File: src/rtl/uart_pkg.sv
// Shared definitions for the UART blocks: receiver FSM encoding,
// oversampling constants and the data width.
// Optional parity support is selected with the UART_RX_PARITY_EN macro.
package uart_pkg;

  localparam int OVERSAMPLE = 16;
  localparam int SUB_W      = $clog2(OVERSAMPLE);
  localparam int DATA_W     = 8;

  typedef logic [SUB_W-1:0] sub_t;

  // Sub-bit positions of the three majority samples and the last sub-count.
  localparam sub_t SAMPLE_A = sub_t'(7);
  localparam sub_t SAMPLE_B = sub_t'(8);
  localparam sub_t SAMPLE_C = sub_t'(9);
  localparam sub_t LAST_SUB = sub_t'(OVERSAMPLE - 1);

`ifdef UART_RX_PARITY_EN
  localparam bit PARITY_EN = 1'b1;
`else
  localparam bit PARITY_EN = 1'b0;
`endif

  typedef enum logic [2:0] {
    ST_IDLE,
    ST_START,
    ST_DATA,
    ST_PARITY,
    ST_STOP
  } rx_state_e;

  function automatic logic majority3(input logic a, input logic b, input logic c);
    return (a & b) | (a & c) | (b & c);
  endfunction

endpackage

File: src/rtl/uart_baud_gen.sv
// Oversample tick generator: a divisor counter that fires one tick every
// div+1 cycles. While hold is high the counter sits at 0 so the first tick
// phase lines up with whatever released the hold. A new divisor is picked up
// only when the counter wraps (or while held).
module uart_baud_gen #(
  parameter int DIV_W = 16
) (
  input  logic             mclk,
  input  logic             puc_rst,
  input  logic             hold,
  input  logic [DIV_W-1:0] div,
  output logic             tick
);

  logic [DIV_W-1:0] cnt_q, cnt_d;
  logic [DIV_W-1:0] div_q, div_d;

  // Next-count and divisor reload logic; tick is the terminal count.
  always_comb begin
    cnt_d = cnt_q;
    div_d = div_q;
    tick  = !hold && (cnt_q == div_q);
    if (hold || tick) begin
      cnt_d = '0;
      div_d = div;
    end else begin
      cnt_d = cnt_q + 1'b1;
    end
  end

  // Counter and latched divisor registers.
  always_ff @(posedge mclk or posedge puc_rst) begin
    if (puc_rst) begin
      cnt_q <= '0;
      div_q <= '0;
    end else begin
      cnt_q <= cnt_d;
      div_q <= div_d;
    end
  end

endmodule

File: src/rtl/uart_rx.sv
// 16x oversampling UART receiver: synchroniser, majority-vote sampling,
// byte assembly and sticky status flags for the register interface.
// Define UART_RX_PARITY_EN to add an even-parity bit between data and stop.
module uart_rx
  import uart_pkg::*;
#(
  parameter int SYNC_STAGES = 2,
  parameter int DIV_W       = 16
) (
  input  logic             mclk,
  input  logic             puc_rst,
  input  logic             uart_rxd,
  input  logic             rx_en,
  input  logic [DIV_W-1:0] baud_div,
  input  logic             rd_ack,
  input  logic             err_clr,
  output logic [7:0]       rx_data,
  output logic             rx_valid,
  output logic             rx_busy,
  output logic             rx_ovf_err,
  output logic             rx_frm_err,
  output logic             rx_par_err
);

  logic [SYNC_STAGES-1:0] sync_q, sync_d;
  logic                   rxd_s;
  rx_state_e              state_q, state_d;
  sub_t                   sub_q, sub_d;
  logic [2:0]             bit_q, bit_d;
  logic [DATA_W-1:0]      shift_q, shift_d;
  logic                   s7_q, s7_d, s8_q, s8_d;
  logic [DATA_W-1:0]      data_q, data_d;
  logic                   valid_q, valid_d;
  logic                   busy_q, busy_d;
  logic                   ovf_q, ovf_d;
  logic                   frm_q, frm_d;
  logic                   tick, hold, maj, done, frame_bad;
`ifdef UART_RX_PARITY_EN
  logic                   par_q, par_d;
  logic                   par_bad_q, par_bad_d;
`endif

  assign rxd_s = sync_q[SYNC_STAGES-1];
  assign hold  = (state_q == ST_IDLE) || !rx_en;

  uart_baud_gen #(.DIV_W(DIV_W)) u_baud (
    .mclk    (mclk),
    .puc_rst (puc_rst),
    .hold    (hold),
    .div     (baud_div),
    .tick    (tick)
  );

  // Receive sequencing, sampling and flag update for the next cycle.
  always_comb begin
    sync_d    = {sync_q[SYNC_STAGES-2:0], uart_rxd};
    state_d   = state_q;
    sub_d     = sub_q;
    bit_d     = bit_q;
    shift_d   = shift_q;
    s7_d      = s7_q;
    s8_d      = s8_q;
    data_d    = data_q;
    valid_d   = valid_q;
    ovf_d     = ovf_q;
    frm_d     = frm_q;
    done      = 1'b0;
    frame_bad = 1'b0;
    maj       = majority3(s7_q, s8_q, rxd_s);
`ifdef UART_RX_PARITY_EN
    par_d     = par_q;
    par_bad_d = par_bad_q;
`endif

    if (!rx_en) begin
      state_d = ST_IDLE;
      sub_d   = '0;
      bit_d   = '0;
    end else if (state_q == ST_IDLE) begin
      sub_d = '0;
      bit_d = '0;
      if (!rxd_s) state_d = ST_START;
    end else if (tick) begin
      if (sub_q == SAMPLE_A) s7_d = rxd_s;
      if (sub_q == SAMPLE_B) s8_d = rxd_s;
      sub_d = sub_q + 1'b1;
      case (state_q)
        ST_START: begin
          if (sub_q == SAMPLE_C && maj) begin
            state_d = ST_IDLE;
            sub_d   = '0;
          end else if (sub_q == LAST_SUB) begin
            state_d = ST_DATA;
          end
        end
        ST_DATA: begin
          if (sub_q == SAMPLE_C) shift_d = {maj, shift_q[DATA_W-1:1]};
          if (sub_q == LAST_SUB) begin
            bit_d = bit_q + 1'b1;
            if (bit_q == 3'd7) state_d = PARITY_EN ? ST_PARITY : ST_STOP;
          end
        end
`ifdef UART_RX_PARITY_EN
        ST_PARITY: begin
          if (sub_q == SAMPLE_C) par_bad_d = maj ^ (^shift_q);
          if (sub_q == LAST_SUB) state_d = ST_STOP;
        end
`endif
        ST_STOP: begin
          if (sub_q == SAMPLE_C) begin
            done      = 1'b1;
            frame_bad = !maj;
            state_d   = ST_IDLE;
            sub_d     = '0;
          end
        end
        default: begin
          state_d = ST_IDLE;
          sub_d   = '0;
        end
      endcase
    end

    if (err_clr) begin
      ovf_d = 1'b0;
      frm_d = 1'b0;
`ifdef UART_RX_PARITY_EN
      par_d = 1'b0;
`endif
    end

    if (done) begin
      data_d  = shift_q;
      valid_d = 1'b1;
      if (valid_q && !rd_ack) ovf_d = 1'b1;
      if (frame_bad) frm_d = 1'b1;
`ifdef UART_RX_PARITY_EN
      if (par_bad_q) par_d = 1'b1;
`endif
    end else if (rd_ack) begin
      valid_d = 1'b0;
    end

    busy_d = (state_d != ST_IDLE);
  end

  // State, datapath and flag registers.
  always_ff @(posedge mclk or posedge puc_rst) begin
    if (puc_rst) begin
      sync_q    <= '1;
      state_q   <= ST_IDLE;
      sub_q     <= '0;
      bit_q     <= '0;
      shift_q   <= '0;
      s7_q      <= 1'b0;
      s8_q      <= 1'b0;
      data_q    <= '0;
      valid_q   <= 1'b0;
      busy_q    <= 1'b0;
      ovf_q     <= 1'b0;
      frm_q     <= 1'b0;
`ifdef UART_RX_PARITY_EN
      par_q     <= 1'b0;
      par_bad_q <= 1'b0;
`endif
    end else begin
      sync_q    <= sync_d;
      state_q   <= state_d;
      sub_q     <= sub_d;
      bit_q     <= bit_d;
      shift_q   <= shift_d;
      s7_q      <= s7_d;
      s8_q      <= s8_d;
      data_q    <= data_d;
      valid_q   <= valid_d;
      busy_q    <= busy_d;
      ovf_q     <= ovf_d;
      frm_q     <= frm_d;
`ifdef UART_RX_PARITY_EN
      par_q     <= par_d;
      par_bad_q <= par_bad_d;
`endif
    end
  end

  assign rx_data    = data_q;
  assign rx_valid   = valid_q;
  assign rx_busy    = busy_q;
  assign rx_ovf_err = ovf_q;
  assign rx_frm_err = frm_q;
`ifdef UART_RX_PARITY_EN
  assign rx_par_err = par_q;
`else
  assign rx_par_err = 1'b0;
`endif

endmodule

File: config.mk
export PLATFORM = sky130hd
export DESIGN_NAME = uart_rx
export DESIGN_NICKNAME = d
export VERILOG_FILES = /design/src/rtl/uart_pkg.sv /design/src/rtl/uart_baud_gen.sv /design/src/rtl/uart_rx.sv
export SDC_FILE = /design/constraint.sdc
export NUM_CORES = 1
export LEC_CHECK = 0
export CORE_MARGIN = 10
export CORE_UTILIZATION = 60
export DETAILED_ROUTE_END_ITERATION = 16
export PLACE_DENSITY_LB_ADDON = 0.15
export SYNTH_ARGS = -nofsm -noshare
export SYNTH_HDL_FRONTEND = slang
export SYNTH_HIERARCHICAL = 1
export SYNTH_SLANG_ARGS = --single-unit
File: constraint.sdc
create_clock -name mclk -period 7 [get_ports mclk]
set_input_delay 1.05 -clock mclk [delete_from_list [all_inputs] [get_ports mclk]]
set_output_delay 1.05 -clock mclk [all_outputs]
set_load 0.05 [all_outputs]
==> key figures <==
Outcome
  • Status: finished, final reports clean

Hold path
  • Hold Path Cell Cnt: 0
  • Hold Crit Class: reg2reg

Placement
  • Placed cell area: 3690 sq um
  • DPL Wire Length: 4430 um
  • Place WS: 3.31 ns
  • Global placement routability congestion: 0.869
  • Placed cells: 369
  • PortBufs: 33

Route
  • DR top layer: met4
  • Routed len/inst: 16.5 um
  • DRC: 0
  • Final ANT Viol Nets: 0
  • Via count: 2134
  • Met3 WL: 308 um
  • DRT met1 WL: 3070 um
  • Detailed Route Iter0 Violations: 73
  • Vias/cell: 5.54
  • Router iterations before antenna repair: 4
  • WL met2: 2870 um
  • Detailed Route WL: 6350 um

Clock tree
  • Post-CTS sizing: 0
  • CTS Hold Bufs: 0
  • Clock latency on the worst-skew pair: 0.34 ns
  • Worst-path clk slew: 0.08 ns
  • CTS tree: built
  • Clk sinks: 66
  • CTS buffer count: 9
  • H-tree depth: 3
  • Post-CTS setup buffers: 0
  • CTS Buffer Depth: 2
  • Clk root buf: clkbuf_8

Worst setup path
  • Worst Path Max Fanout: 13
  • Worst setup path class: in2reg
  • Top Family by Delay on Critical Path: simple AND/OR/NAND/NOR gates
  • Buf+Inv Stages, Crit Path: 2
  • Number of stages on the worst setup path: 7
  • CP arrival: 3.59 ns
  • Critical path, cell by cell: clkdlybuf4s50_1 -> o31a_1 -> inv_1 -> nor2_1 -> and3_4 -> and2_1 -> mux2_2
  • CP endpoint kind: register
  • Required @ worst endpoint: 7.23 ns
  • CP max stage delay: 0.73 ns
  • Worst-case reg-to-reg path depth: 7
  • Critical path startpoint category: input port
  • Slowest cell on crit path: clkdlybuf4s50_1

Yosys
  • Cell Area, Synth: 3360 sq um
  • Yosys warning total: 6
  • Synth top area cells: dfrtp_1 48%, mux2_4 9.8%, xor2_1 5.2%
  • Sequential fraction of the synthesis area: 49.3%
  • Ys async rst share: 100%
  • Syn Area/Cell: 12.2 sq um
  • Most frequently used flop master after synthesis: dfrtp_1
  • Mapped Cells: 275
  • Share of the synthesized area in the top cell type: 47.7%
  • Syn nets: 303
  • Top cell type by total area after synthesis: dfrtp_1
  • Post-synthesis cell type count: 54
  • Number of synthesized register bits: 66
  • EDFF count, synth: 0

STA
  • Max Fclk: 0.298 GHz
  • Fin crit share: 47.9%
  • Worst slew margin: 57.0%
  • Final setup viols: 0
  • Final Critical Period: 3.35 ns
  • Clk_skew: 0.0102 ns
  • Fin. Hold Viols: 0
  • Fin worst setup slack: 3.65 ns
  • Slew @ Worst Pin: 0.643 ns
  • Final TNS setup: 0 ns
  • RSZ-0062 raised after global routing: no
  • Final max-slew violation count: 0

Floorplanning
  • Die area: 8980 sq um
  • Initial Utilization: 61.3%
  • Die height: 94.8 um
  • Num rows: 27
  • Die width: 94.8 um
  • IO Count: 35
  • Core region area: 5470 sq um

Final layout
  • Nets: 336
  • ANT cells: 0
  • Share of cells above drive strength 1: 21.4%
  • Synth-to-Final Area Change: 17.9%
  • Finished Layout Cells: 385
  • Design Area, Final: 3960 sq um

GRT
  • Global Route Usage Sum: 15.2%
  • Vias in the first global route: 2150
  • First-pass GRT wire length: 10700 um
  • Total gr overflow: 0
  • Largest net degree at the start of global routing: 35
  • Initial antenna violation count: 0

Pwr
  • Cell area power density: 231 nW/um^2
  • VDD IR max: 0.142 mV
  • Lkg Pwr: 1.79 nW

Job
  • Max Cap Viol: 0
==> per-stage QoR <==
step / utilization [%] / hold slack, ns / power, mW
final: 72.3 / 0.357 / 0.916
after global routing: 72.3 / 0.362 / 0.949
after CTS: 72.3 / 0.358 / 0.921
after detailed placement: 67.5 / 0.348 / 0.501
after global placement: 67.5 / 0.346 / 0.499
after floorplan: - / 0.345 / 0.475
==> synthesized netlist by cell type (4+ instances only) <==
library cell / count
and2_1: 14
buf_6: 5
nand4_1: 6
xor2_1: 20
and3_1: 4
nand2_1: 13
buf_2: 4
o21ai_0: 10
mux2_2: 12
dfrtp_1: 64
mux2_4: 22
nor2b_1: 4
nor4_2: 4
xnor2_1: 8
nand3_1: 10
inv_1: 9
ha_1: 6
==> registers in the layout, indices dropped and copies added (netlist names), 2 cells and up <==
name	flops
sub_q	4
state_q	3
bit_q	3
u_baud/cnt_q	16
rx_data	8
sync_q	2
u_baud/div_q	16
shift_q	8
==> layer usage <==
metal / vias to the layer above / track usage (%)
li1: 1038 / -
met1: 1046 / 21.0
met4: 0 / 7.73
met3: 10 / 3.73
met5: - / 0
met2: 40 / 21.6
==> power by group <==
part           internal, mW  switching (mW)  total [mW]
Clock                 0.273           0.150       0.423
Sequential            0.396          0.0137       0.410
Combinational        0.0436          0.0397      0.0833
==> final cells by class <==
| type | instances | area (sq um) |
|---|---|---|
| clock inverter | 7 | 141 |
| sequential | 66 | 1650 |
| inverter | 9 | 33.8 |
| multi-input combinational | 186 | 1560 |
| clock buffer | 9 | 124 |
| fill | 392 | 1520 |
| tap | 72 | 90.1 |
| timing repair buffer | 36 | 353 |
==> cell families (layout without fill, tap and decap cells) <==
kind of cell,Yosys count,after routing,synth area share (%)
simple gates,83,83,15.9
flops,66,66,49.3
mux,34,34,13.9
compound gates,33,33,6.82
xor+xnor,28,28,7.31
buf+inv,23,61,4.18
fa+ha+maj,7,7,2.54
other cells,1,1,0.112
==> worst register-to-register path, stage by stage (launching register included) <==
cell     delay [ns]
dfrtp_1        0.44
xor2_1         0.19
nor4_2         0.43
nand4_1        0.16
nor2_1         0.53
and3_4         0.33
and2_1         0.22
mux2_2         0.36
==> path summary, 6_finish.rpt <==
| path | startpoint | endpoint | slack (ns) |
|---|---|---|---|
| hold / removal | sync_q[0] | sync_q[1] | 0.36 |
| min in group asynchronous | puc_rst | u_baud/div_q[12] | 1.12 |
| setup reg to reg | u_baud/cnt_q[1] | rx_data[2] | 4.26 |
| max in group asynchronous | puc_rst | sync_q[0] | 5.51 |
| hold reg to reg | sync_q[0] | sync_q[1] | 0.36 |
| setup / recovery | rx_en | rx_data[2] | 3.65 |
==> cell usage in the layout, fill, tap and decap left out, drive strengths merged, types with 3 or more instances in the layout <==
cell and count:
o22ai 3, and2 15, dfrtp 64, nor2b 4, a21boi 4, o21ai 11, nand3 10, nand2 13
o31ai 3, nand3b 3, ha 6, buf 3, nand4 6, bufinv 4, clkdlybuf4s50 33, nor4 5
xor2 20, inv 9, or3 3, nor2 3, xnor2 8, nor3 3, nor3b 4, clkbuf 9
mux2 34, and3 5
No activity file was read; power rests on OpenSTA's default activity.
